--- src/rtl/ctrl_pkg.sv ---
// Shared constants, state encoding and instruction field helpers for the 4-bit CPU sequencer.
package ctrl_pkg;

  localparam int DATA_W  = 4;
  localparam int REG_W   = 2;
  localparam int PC_W    = 4;
  localparam int INSTR_W = 8;

  localparam int OP_LSB  = 6;
  localparam int RD_LSB  = 4;
  localparam int RS_LSB  = 2;
  localparam int RT_LSB  = 0;
  localparam int IMM_LSB = 0;

  localparam logic [1:0] OP_ADD = 2'b00;
  localparam logic [1:0] OP_SUB = 2'b01;
  localparam logic [1:0] OP_LDI = 2'b10;
  localparam logic [1:0] OP_JNZ = 2'b11;

  typedef enum logic [1:0] {FETCH, DECODE, EXEC, WB} state_t;

  function automatic logic [1:0] op_of(input logic [INSTR_W-1:0] i);
    return i[OP_LSB +: 2];
  endfunction

  function automatic logic [REG_W-1:0] rd_of(input logic [INSTR_W-1:0] i);
    return i[RD_LSB +: REG_W];
  endfunction

  function automatic logic [REG_W-1:0] rs_of(input logic [INSTR_W-1:0] i);
    return i[RS_LSB +: REG_W];
  endfunction

  function automatic logic [REG_W-1:0] rt_of(input logic [INSTR_W-1:0] i);
    return i[RT_LSB +: REG_W];
  endfunction

  function automatic logic [DATA_W-1:0] imm_of(input logic [INSTR_W-1:0] i);
    return i[IMM_LSB +: DATA_W];
  endfunction

endpackage

--- src/rtl/alu4.sv ---
// Combinational 4-bit add/subtract; carry and borrow fall off the top (modulo 16).
module alu4
  import ctrl_pkg::*;
(
  input  logic [DATA_W-1:0] a,
  input  logic [DATA_W-1:0] b,
  input  logic              sub,
  output logic [DATA_W-1:0] y
);

  assign y = sub ? (a - b) : (a + b);

endmodule

--- src/rtl/ctrl_fsm.sv ---
// Multi-cycle FETCH/DECODE/EXEC/WB sequencer driving the register file selects and write port.
// Optional single-step mode: define CTRL_STEP_EN to add the step input.
module ctrl_fsm
  import ctrl_pkg::*;
(
  input  logic               clk,
  input  logic               rst_n,
`ifdef CTRL_STEP_EN
  input  logic               step,
`endif
  output logic               instr_req,
  input  logic               instr_valid,
  input  logic [INSTR_W-1:0] instr_data,
  output logic [PC_W-1:0]    pc,
  output logic [REG_W-1:0]   sel_a,
  output logic [REG_W-1:0]   sel_b,
  output logic [REG_W-1:0]   sel_w,
  output logic               write_en,
  output logic [DATA_W-1:0]  wr_data,
  input  logic [DATA_W-1:0]  rd_a,
  input  logic [DATA_W-1:0]  rd_b
);

  // Handshake: an instruction transfers on a rising edge where instr_req and
  // instr_valid are both high; instr_valid is ignored whenever instr_req is low.

  state_t             state;
  logic [INSTR_W-1:0] ir;
  logic [DATA_W-1:0]  result;
  logic [DATA_W-1:0]  alu_y;
  logic               is_sub;

  assign is_sub  = (op_of(ir) == OP_SUB);
  assign wr_data = result;

  alu4 u_alu (
    .a   (rd_a),
    .b   (rd_b),
    .sub (is_sub),
    .y   (alu_y)
  );

`ifdef CTRL_STEP_EN
  logic step_seen;
  assign instr_req = (state == FETCH) && step_seen;
`else
  assign instr_req = (state == FETCH);
`endif

  always_ff @(posedge clk or negedge rst_n) begin
    if (!rst_n) begin
      state    <= FETCH;
      pc       <= '0;
      ir       <= '0;
      result   <= '0;
      sel_a    <= '0;
      sel_b    <= '0;
      sel_w    <= '0;
      write_en <= 1'b0;
`ifdef CTRL_STEP_EN
      step_seen <= 1'b0;
`endif
    end else begin
      case (state)
        FETCH: begin
`ifdef CTRL_STEP_EN
          if (step) step_seen <= 1'b1;
`endif
          if (instr_req && instr_valid) begin
            ir <= instr_data;
            // Selects are loaded with the IR so they are already valid during DECODE.
            sel_a <= (op_of(instr_data) == OP_JNZ) ? rd_of(instr_data) : rs_of(instr_data);
            sel_b <= rt_of(instr_data);
            state <= DECODE;
`ifdef CTRL_STEP_EN
            step_seen <= 1'b0;
`endif
          end
        end
        DECODE: state <= EXEC;
        EXEC: begin
          if (op_of(ir) == OP_JNZ) begin
            pc    <= (rd_a != '0) ? imm_of(ir) : pc + PC_W'(1);
            state <= FETCH;
          end else begin
            result   <= (op_of(ir) == OP_LDI) ? imm_of(ir) : alu_y;
            sel_w    <= rd_of(ir);
            write_en <= 1'b1;
            state    <= WB;
          end
        end
        WB: begin
          write_en <= 1'b0;
          pc       <= pc + PC_W'(1);
          state    <= FETCH;
        end
        default: state <= FETCH;
      endcase
    end
  end

endmodule

--- config.mk ---
export PLATFORM = sky130hd
export DESIGN_NAME = ctrl_fsm
export DESIGN_NICKNAME = d
export VERILOG_FILES = /design/src/rtl/ctrl_pkg.sv /design/src/rtl/alu4.sv /design/src/rtl/ctrl_fsm.sv
export SDC_FILE = /design/constraint.sdc
export NUM_CORES = 1
export LEC_CHECK = 0
export BUFFER_PORTS_ARGS = -buffer_cell sky130_fd_sc_hd__buf_2
export CORE_ASPECT_RATIO = 1.1
export CORE_MARGIN = 2
export CORE_UTILIZATION = 51
export CTS_CLUSTER_DIAMETER = 120
export DETAILED_ROUTE_END_ITERATION = 7
export PLACE_DENSITY = 0.78
export SYNTH_ARGS = -nofsm -noshare
export SYNTH_HDL_FRONTEND = slang
export SYNTH_SLANG_ARGS = --single-unit
--- constraint.sdc ---
create_clock -name clk -period 2.8 [get_ports clk]
set_input_delay 0.7 -clock clk [delete_from_list [all_inputs] [get_ports clk]]
set_output_delay 0.7 -clock clk [all_outputs]
set_load 0.005 [all_outputs]
==> After elaboration in Yosys (flattened, before gate mapping) <==
Index checks and enable logic that the tools add are counted.
{ "totals": {"out_inout_bits": 16, "ff_bits": 25, "latch_bits": 0, "romBits": 0, "inputBits": 19, "ram_bits": 0, "n_memories": 0} }
{ "classes": {"n_eq_ne": 10, "bitwise_logic": 1, "multipliers": 0, "n_lt_le_gt_ge": 0, "addsub": 3, "shift": 0, "n_reduce_logical": 8, "mux": 11, "n_div": 0} }
{ "ops": {"columns": ["operator", "n"], "rows": [
  ["2-to-1 mux 4 bit", 4],
  ["== test 2 bit (second input constant)", 5],
  ["case mux 2 bit (4 select lines)", 1],
  ["case mux 4 bit (2 select lines)", 1],
  ["AND reduction 2 bit", 4],
  ["2-to-1 mux 2 bit", 3],
  ["adder 4 x 1 -> 4 bit (second input constant)", 1],
  ["adder 4 bit", 1],
  ["== test 2 x 1 -> 1 bit (second input constant)", 2],
  ["inequality test 2 bit (second input constant)", 2],
  ["nonzero test 4 bit", 1],
  ["subtractor 4 bit", 1],
  ["zero test 2 bit", 1],
  ["inequality test 2 x 1 -> 1 bit (second input constant)", 1],
  ["case mux 1 bit (2 select lines)", 1],
  ["nonzero test 2 bit", 1],
  ["logical AND 1 bit", 1],
  ["2-to-1 mux 1 bit", 1],
  ["NOT 1 bit", 1]
]} }

==> Logic depth before layout (Yosys ltp) <==
Gate-level depths: netlist of run 1.
{ "logic_depth": {"word_depth": 4, "depth_mapped": 9} }

==> Cells and area by module <==
A second synthesis of run 1 with hierarchy kept.
{ "hier_totals": {"hier_cells": 113, "hier_area_um2": 1248.7} }
{ "modules_own_cells": {"columns": ["module", "seq_area_each_um2", "area_per_inst_um2", "n_inst", "cells_per_inst"], "rows": [
  ["ctrl_fsm", 575.6, 1063.5, 1, 89],
  ["alu4", 0.0, 185.2, 1, 24]
]} }

==> Worst setup path before layout of run 1 <==
No wires, ideal clock.
{ "synth_timing": {"path_kind": "input -> register", "from": "input rd_b[0]", "to": "register result[3] (netlist: wr_data[3])", "t_arrival_ns": 2.049, "setup_time_ns": 0.130, "cell_stages": 9, "path_slack_ns": 0.622, "t_required_ns": 2.670, "path_buffers": 0, "cell_sequence": "inv_1 ha_1 mux2_2 inv_1 ha_1 a21o_1 a21oi_1 xnor2_1 o21ai_0"} }
{ "synth_between": {"elab_chain_len": 3, "word_cells_on_any_way": 4, "classes_between": "2 x add/sub; 2 x mux"} }
{ "synth_rtl": {"columns": ["element", "line", "text"], "rows": [
  ["start, declared", "ctrl_fsm.sv:21", "input logic [DATA_W-1:0] rd_b"],
  ["adder 4 bit or subtractor 4 bit (tied branches)", "alu4.sv:11", "assign y = sub ? (a - b) : (a + b);"],
  ["2-to-1 mux 4 bit (*)", "alu4.sv:11", null],
  ["2-to-1 mux 4 bit (*)", "ctrl_fsm.sv:86", "result <= (op_of(ir) == OP_LDI) ? imm_of(ir) : alu_y;"],
  ["end signal, assigned", "ctrl_fsm.sv:86", null],
  ["end, declared", "ctrl_fsm.sv:29", "logic [DATA_W-1:0] result;"]
]} }
Every way passes the cells marked *; elsewhere a longest branch is shown, timed or not.
A chain may end at the register's enable or synchronous reset.

==> Worst setup path in the final report of run 1 <==
{ "layout_timing": {"from": "input rd_b[0]", "to": "register result[2] (netlist: wr_data[2])"} }
The elaborated chain is that of the path after synthesis.

==> impl_metrics.csv, run 1 <==
group,metric,value,unit
sta,fmax,484,MHz
power,power_frac_seq,42.3,%
cells_and_area,final_nets,179,
power,p_clk_share,10.2,%
power,swShare,38.3,%
cts,htreeDepth,1,
routing,drt_first_pass_iters,4,
global_routing,antenna_found_initial,0,
critical_path,crit_type,"input port to flop",
cts,tritoncts,"yes",
critical_path,crit_fanout,3,
yosys,syn_avg_cell_area,10.4,um^2
place,io_buffers,34,
critical_path,cp.required,2.99,ns
sta,rsz0062_at_grt,"no",
cts,cts.path.max_buffers,2,
routing,drt-wirelength-per-cell,12.8,um
yosys,syn_inst,121,
sta,tns,0,ns
sta,final_hold_viol_count,0,
critical_path,cpMaxStageDelayCell,"fa_1",
place,dp_hpwl,1830,um
sta,slew_violations,0,
routing,routed_wirelength,2350,um
sta,fin_crit,2.07,ns
critical_path,critPathLaunchType,"input port",
yosys,synth-seq-cells,23,
cts,hold_buffers,0,
cts,clk_latency,0.31,ns
cts,root_buffer,"clkbuf_4",
cells_and_area,fin_util,63.0,%
cells_and_area,final_common_cell,"buf_2",
hold_path,min_path_type,"input port to async pin",
routing,route.detailed.drc,0,
yosys,synth-main-ff-cell,"dfrtp_1",
cts,cts_setup_buffers,0,
yosys,synthArstFlopShare,100,%
cells_and_area,areaGrowthSynthToFinish,14.9,%
die,core.rowCount,18,
critical_path,cp.arrival,2.26,ns
yosys,seq_area_frac_synth,45.7,%
routing,vias,957,
yosys,synth_edf_count,0,
power,p_sw,573,uW
power,leakage,0.732,nW
cells_and_area,diodes,0,
sta,finalCritPeriodShare,73.9,%
power,ir_drop,0.000626,V
routing,drt_iter0_drc,19,
power,power.density,1030,mW/mm^2
yosys,synth_cell_types,34,
global_routing,grt_pass1_vias,904,
critical_path,cp-end-kind,"flop",
die,fp.dieW,51.4,um
job,drv_cap,0,
global_routing,overflow,0,
sta,maxSlewHeadroom,61.5,%
cells_and_area,most-common-layout-cells,"buf_2 (34), dfrtp_1 (23), inv_1 (11), nor2_1 (11), a21oi_1 (11)",
global_routing,grt_pass1_wl,3930,um
cells_and_area,stdcell_area,0.00145,mm^2
power,internal_power,922,uW
status,status,"finished, final reports clean",
die,start_util,54.8,%
routing,ant_nets,0,
global_routing,grtUsageTotal,18.1,%
global_routing,grt_max_degree,24,
die,die_area,0.00288,mm^2
cts,numCtsBuffers,3,
cts,clk_pin_slew,0.12,ns
cells_and_area,n_fill_cell,208,
place,place_area,0.00142,mm^2
critical_path,crit_chain,"buf_2 -> inv_1 -> ha_1 -> mux2_2 -> fa_1 -> xor2_1 -> nor2_1 -> a21oi_1 -> o21ai_0",
die,die_y,56.1,um
power,combPwrFrac,47.5,%
yosys,synth-warning-count,0,
critical_path,crit_path_max_incr_delay,0.41,ns
sta,tightest_slew,0.576,ns
place,gp_congestion,0.763,
cts,cts.repair.resized,0,
yosys,syn_area,0.00126,mm^2
cells_and_area,layout-drive-gt1-share,32.7,%
routing,routed_via_density,5.23,
die,pin_count,35,
yosys,synth_nets,146,
cts,cts.sink_count,23,
sta,setup_viol,0,
die,core,0.00230,mm^2
sta,finClkSkew,0.00688,ns
[flip-flops by register name, indices dropped and copies added, names as in the netlist]
signal    flops
ir            7
pc            4
wr_data       4
sel_a         2
sel_w         2
state         2
sel_b         1
write_en      1
[worst paths after layout]
check                      startpoint          to  slack (ns)  cells after the start
min                             rst_n  wr_data[0]        0.34                      1
min reg2reg                wr_data[1]  wr_data[1]        0.51                      2
max in group asynchronous       rst_n       ir[2]        2.12                      1
max reg2reg                     ir[7]  wr_data[2]        0.76                      7
min in group clk           wr_data[1]  wr_data[1]        0.51                      2
max                           rd_b[0]  wr_data[2]        0.73                      9
[critical path, delay by kind of cell]
| kind | cells | cell delay [ns] |
|---|---|---|
| xor gates and xnor gates | 1 | 0.19 |
| and+or+nand+nor | 1 | 0.05 |
| muxes | 1 | 0.29 |
| buffers and inverters | 2 | 0.15 |
| AOI/OAI and AO/OA | 2 | 0.20 |
| adders and majority gates | 2 | 0.68 |
[power groups by stage]
stage	registers, mW	clock network, mW	logic [mW]
finish	0.633	0.152	0.710
global route	0.657	0.167	0.801
floorplan	0.624	0	0.538
global placement	0.631	0	0.691
detailed placement	0.645	0	0.713
CTS	0.637	0.157	0.718
[cell families after synthesis]
group / count (synthesis) / share of synthesized area (%)
AO/OA/AOI/OAI: 27 / 14.2
XOR/XNOR: 5 / 3.48
adder cells (fa/ha/maj): 6 / 6.56
buffers and inverters: 17 / 6.96
flip-flops: 23 / 45.7
multiplexers: 13 / 12.2
AND/OR/NAND/NOR: 30 / 10.8
[layout make-up]
type | count | area (um^2) | share of cell area, %
inverter | 11 | 41.3 | 2.85
timing repair buffer | 34 | 170 | 11.8
multi-input combinational | 81 | 596 | 41.2
clock buffer | 4 | 26.3 | 1.82
sequential | 23 | 576 | 39.8
tap | 30 | 37.5 | 2.60
[metal layers]
layer,routed length [um],up-vias,global-route usage [%],part of all wire [%]
met5,0,-,0,0
met4,48,0,9.02,2.0
met3,109,4,1.61,4.6
met2,1130,28,29.5,48
met1,1060,451,23.6,45
li1,-,474,-,-
[cell usage after synthesis, types with 2 or more instances]
library cell	number	share of area [%]
dfrtp_1	23	46
xnor2_1	4	2.8
buf_4	2	1.2
and2b_1	2	1.2
o21ai_0	7	2.8
nand2_1	10	3.0
ha_1	5	5.0
mux2_4	3	3.6
nor2_1	11	3.3
buf_6	2	1.8
mux2_2	7	6.3
a21oi_1	11	4.4
mux2i_1	3	2.4
inv_1	11	3.3
[through the flow]
stage	worst slack, ns	total power, mW	cells	hold slack, ns
global route	0.650	1.63	183	0.374
floorplan	0.622	1.16	121	0.404
detailed placement	0.403	1.36	179	0.482
CTS	0.747	1.51	183	0.355
global placement	0.480	1.32	179	0.466
finish	0.732	1.50	183	0.340
Power figures use the tool's default switching activity.
==> run 2: changes to the inputs <==
--- a/config.mk
+++ b/config.mk
@@ -8,10 +8,10 @@
 export BUFFER_PORTS_ARGS = -buffer_cell sky130_fd_sc_hd__buf_2
 export CORE_ASPECT_RATIO = 1.1
 export CORE_MARGIN = 2
-export CORE_UTILIZATION = 51
+export CORE_UTILIZATION = 46
 export CTS_CLUSTER_DIAMETER = 120
 export DETAILED_ROUTE_END_ITERATION = 7
-export PLACE_DENSITY = 0.78
+export PLACE_DENSITY = 0.74
 export SYNTH_ARGS = -nofsm -noshare
 export SYNTH_HDL_FRONTEND = slang
 export SYNTH_SLANG_ARGS = --single-unit
==> constraint.sdc (replaced) <==
create_clock -name clk -period 1.7 [get_ports clk]
set_input_delay 0.425 -clock clk [delete_from_list [all_inputs] [get_ports clk]]
set_output_delay 0.425 -clock clk [all_outputs]
set_load 0.005 [all_outputs]
==> impl_metrics.csv, run 2 (synthesized netlist as in run 1, its figures left out) <==
group,metric,value,unit
cells_and_area,n_fill_cell,218,
job,drv_cap,0,
die,die_y,58.9,um
routing,drt_iter0_drc,30,
sta,fmax,532,MHz
sta,setup_ws,-0.179,ns
cts,tritoncts,"yes",
die,fp.dieW,53.9,um
hold_path,min_path_type,"input port to async pin",
place,dp_hpwl,1980,um
sta,maxSlewHeadroom,60.3,%
cells_and_area,most-common-layout-cells,"buf_2 (34), dfrtp_1 (23), nor2_1 (10), nand2_1 (10)",
power,power.density,1700,mW/mm^2
sta,finalCritPeriodShare,111,%
power,combPwrFrac,51.5,%
sta,tns,-0.454,ns
routing,route.detailed.drc,0,
cells_and_area,final_nets,188,
sta,finClkSkew,0.00478,ns
place,gp_congestion,0.715,
cts,hold_buffers,0,
global_routing,antenna_found_initial,0,
power,p_sw,1.02,mW
routing,ant_nets,0,
cells_and_area,largest_reg_flops,7,
global_routing,grtUsageTotal,17.9,%
die,core,0.00254,mm^2
critical_path,crit_type,"flop to flop",
die,pin_count,35,
sta,final_hold_viol_count,0,
cts,htreeDepth,1,
cells_and_area,final_common_cell,"buf_2",
power,swShare,38.5,%
cts,cts.path.max_buffers,2,
routing,drt_first_pass_iters,4,
status,status,"finished, violations left",
cells_and_area,regMostFlops,"ir",
global_routing,grt_pass1_wl,4150,um
sta,rsz0062_at_grt,"yes",
cts,root_buffer,"clkbuf_4",
power,internal_power,1.63,mW
routing,vias,1010,
cells_and_area,finalNonFillerCells,193,
place,pre_cts_ws,-0.331,ns
cells_and_area,fin_util,61.3,%
sta,tightest_slew,0.594,ns
status,violations,"negative setup slack",
place,io_buffers,34,
cells_and_area,layout-drive-gt1-share,41.4,%
sta,fin_crit,1.88,ns
power,leakage,0.777,nW
power,p_clk_share,9.2,%
cells_and_area,diodes,0,
sta,slew_violations,0,
critical_path,crit_fanout,2,
critical_path,cp-end-kind,"flop",
die,core.rowCount,19,
sta,hold_slack,0.0702,ns
critical_path,cp.required,1.89,ns
die,die_area,0.00317,mm^2
cts,clk_pin_slew,0.12,ns
routing,routed_wirelength,2560,um
cts,cts_setup_buffers,0,
routing,routed_via_density,5.23,
critical_path,cp.arrival,2.07,ns
cts,numCtsBuffers,3,
routing,drt-wirelength-per-cell,13.3,um
power,power_frac_seq,39.3,%
die,start_util,49.5,%
cells_and_area,areaGrowthSynthToFinish,23.9,%
global_routing,overflow,0,
cts,clk_latency,0.30,ns
critical_path,critPathLaunchType,"flop",
cts,cts.sink_count,23,
power,ir_drop,0.00126,V
global_routing,grt_pass1_vias,967,
sta,setup_viol,3,
place,dp.cells,189,
global_routing,grt_max_degree,24,
-- run 2: cell count changes in the layout (fill, tap and decap cells not counted), sizes merged --
cell	previous run	this run
buf	34	43
-- run 2: stage by stage --
step / area [um^2] / power, mW
after floorplan: 1280 / 1.95
after global placement: 1510 / 2.31
after detailed placement: 1510 / 2.38
after CTS: 1540 / 2.64
after global routing: 1560 / 2.89
final: 1560 / 2.65
-- run 2: final timing paths --
path | slack, ns | from | endpoint | depth (start not counted)
min | 0.07 | rst_n | sel_b[0] | 1
min reg2reg | 0.51 | wr_data[0] | wr_data[0] | 2
max | -0.18 | ir[7] | wr_data[1] | 6
min in group clk | 0.34 | instr_data[3] | ir[3] | 3
max reg2reg | -0.18 | ir[7] | wr_data[1] | 6
max in group asynchronous | 1.28 | rst_n | ir[3] | 1
-- run 2: worst max-delay path, cell delays in order, from the launching register on --
cell,delay (ns)
dfrtp_1,0.39
and2b_1,0.23
mux2_4,0.33
fa_2,0.58
nor2_2,0.04
a21oi_2,0.12
o21ai_1,0.08
-- run 2: layout make-up --
class                      instances  area [um^2]  area share [%]
multi-input combinational         81          637            40.9
sequential                        23          576            36.9
timing repair buffer              43          238            15.2
inverter                          11         43.8            2.81
tap                               31         38.8            2.49
clock buffer                       4         26.3            1.69
-- run 2: repair_timing --
item | in CTS | in global routing
hold endpoints to repair | 0 | 0
setup endpoints to repair | 3 | 3
gates resized for setup | 0 | 3
pin swaps | 2 | 4
-- run 2: power by group through the flow --
| stage | Clock, mW | Sequential [mW] | Combinational (mW) |
|---|---|---|---|
| after floorplan | 0 | 1.03 | 0.919 |
| after global placement | 0 | 1.03 | 1.29 |
| after global routing | 0.268 | 1.08 | 1.54 |
| after detailed placement | 0 | 1.05 | 1.34 |
| final | 0.243 | 1.04 | 1.37 |
| after CTS | 0.254 | 1.04 | 1.35 |
-- run 2: routing by layer --
layer	track usage (%)	up-vias	wire length [um]
li1	-	492	-
met1	23.3	477	1090
met2	30.5	37	1310
met3	2.28	4	131
met4	5.49	0	25
met5	0	-	0
==> run 3: changes to the inputs <==
--- a/config.mk
+++ b/config.mk
@@ -11,7 +11,9 @@
 export CORE_UTILIZATION = 46
 export CTS_CLUSTER_DIAMETER = 120
 export DETAILED_ROUTE_END_ITERATION = 7
+export HOLD_SLACK_MARGIN = 0.08
 export PLACE_DENSITY = 0.74
+export SETUP_SLACK_MARGIN = 0.4
 export SYNTH_ARGS = -nofsm -noshare
 export SYNTH_HDL_FRONTEND = slang
 export SYNTH_SLANG_ARGS = --single-unit
==> impl_metrics.csv, run 3 (synthesized netlist as in run 1, its figures left out) <==
group,metric,value,unit
power,p_clk_share,7.3,%
global_routing,grt_pass1_wl,4620,um
cells_and_area,diodes,0,
cells_and_area,regMostFlops,"ir",
routing,drt_iter0_drc,19,
place,pre_cts_ws,-0.312,ns
sta,setup_ws,-0.177,ns
die,die_area,0.00317,mm^2
global_routing,grt_pass1_vias,1098,
cts,numCtsBuffers,3,
routing,ant_nets,0,
place,io_buffers,34,
hold_path,min_path_type,"input port to flop",
critical_path,path_delay_family,"flip-flops",
critical_path,crit_fanout,2,
critical_path,critPathLaunchType,"flop",
cts,cts.path.max_buffers,2,
global_routing,antenna_found_initial,0,
power,leakage,0.942,nW
die,fp.dieW,53.9,um
global_routing,overflow,0,
sta,finClkSkew,0.00817,ns
status,status,"finished, violations left",
global_routing,grtUsageTotal,20.1,%
routing,routed_via_density,5.22,
sta,finalCritPeriodShare,110,%
die,core.rowCount,19,
critical_path,rr_worst_depth,8,
die,start_util,49.5,%
critical_path,crit_path_max_incr_delay,0.40,ns
critical_path,cpMaxStageDelayCell,"dfrtp_1",
cts,cts.sink_count,23,
critical_path,cp.depth,8,
sta,setup_viol,3,
sta,final_hold_viol_count,0,
sta,slew_violations,0,
cells_and_area,areaGrowthSynthToFinish,48.7,%
critical_path,crit_type,"flop to flop",
status,violations,"negative setup slack",
cts,htreeDepth,1,
cells_and_area,final_nets,211,
cells_and_area,largest_reg_flops,7,
cells_and_area,stdcell_area,0.00187,mm^2
power,ir_drop,0.00146,V
power,internal_power,2.13,mW
sta,tns,-0.428,ns
cts,tritoncts,"yes",
sta,maxSlewHeadroom,65.4,%
place,dp_hpwl,1880,um
routing,drt-wirelength-per-cell,14.7,um
cells_and_area,layout-drive-gt1-share,55.1,%
die,core,0.00254,mm^2
cells_and_area,final_common_cell,"buf_2",
sta,fmax,533,MHz
job,drv_cap,0,
routing,routed_wirelength,3180,um
power,power.density,1830,mW/mm^2
sta,fin_crit,1.88,ns
critical_path,cp-end-kind,"flop",
power,combPwrFrac,63.4,%
critical_path,cp.required,1.90,ns
sta,tightest_slew,0.519,ns
cells_and_area,n_fill_cell,181,
routing,drt_first_pass_iters,4,
die,die_y,58.9,um
cells_and_area,most-common-layout-cells,"buf_2 (34), buf_4 (21), dfrtp_1 (21), mux2_4 (10), nor2_1 (10)",
place,gp_congestion,0.733,
cts,clk_latency,0.31,ns
routing,vias,1128,
place,place_area,0.00151,mm^2
sta,rsz0062_at_grt,"yes",
critical_path,crit_chain,"and2b_1 -> mux2_4 -> inv_2 -> ha_4 -> a21o_1 -> a21oi_2 -> xnor2_1 -> o21ai_1",
power,swShare,38.0,%
hold_path,whs_path_depth,2,
sta,hold_slack,0.332,ns
cts,clk_pin_slew,0.12,ns
power,power_frac_seq,29.3,%
critical_path,cp.arrival,2.08,ns
power,power.total,3.43,mW
power,p_sw,1.30,mW
global_routing,grt_max_degree,24,
die,pin_count,35,
critical_path,critPathBufInv,1,
routing,route.detailed.drc,0,
cts,root_buffer,"clkbuf_4",
[run 3: cell count changes in the layout (fill, tap and decap cells not counted), sizes merged]
cell,change
buf,+22
dlygate4sd3,+1
[run 3: final cells by class]
cell class              count  area (um^2)  area share (%)
inverters                  11         43.8            2.34
flip-flops and latches     23          578            30.9
well taps                  31         38.8            2.07
multi-input cells          81          731            39.0
repair buffers             66          454            24.3
clock buffers               4         26.3            1.40
[run 3: through the flow]
step | instances | util, %
after global routing | 216 | 73.6
after global placement | 189 | 59.5
final | 216 | 73.6
after CTS | 208 | 67.5
after floorplan | 121 | -
after detailed placement | 189 | 59.5
[run 3: per-layer routing]
layer	global-route usage (%)	part of all wire, %	vias to the layer above
met5	0	0	-
met4	9.89	2.6	0
met3	2.79	4.6	11
met2	34.3	48	43
met1	24.3	45	538
li1	-	-	536
[run 3: repair_timing]
action,4_1_cts,5_1_grt
setup buffers,13,8
gates resized for setup,20,23
hold endpoints to repair,7,0
gates cloned,1,0
endpoints found under the setup margin,22,22
pin swaps,9,3
hold buffers,1,0
[run 3: worst register-to-register path: stages, from the launching register on]
cell and delay, ns:
dfrtp_1 0.40, and2b_1 0.24, mux2_4 0.33, inv_2 0.07, ha_4 0.18, a21o_1 0.16
a21oi_2 0.14, xnor2_1 0.15, o21ai_1 0.09
[run 3: worst paths after layout]
kind	slack, ns	to	from
worst max-delay path	-0.18	wr_data[3]	ir[7]
worst min-delay path	0.33	ir[1]	instr_data[1]
worst max register to register	-0.18	wr_data[3]	ir[7]
worst min register to register	0.51	wr_data[2]	wr_data[2]
max in group asynchronous	0.72	state[1]	rst_n
min in group asynchronous	0.60	sel_b[0]	rst_n
[run 3: power by group through the flow]
stage | clock network [mW] | registers (mW) | logic [mW]
5_1_grt | 0.273 | 1.03 | 2.36
3_5_place_dp | 0 | 1.04 | 1.33
3_3_place_gp | 0 | 1.03 | 1.29
6_report | 0.252 | 1.01 | 2.18
4_1_cts | 0.257 | 0.982 | 1.76
2_1_floorplan | 0 | 1.03 | 0.926
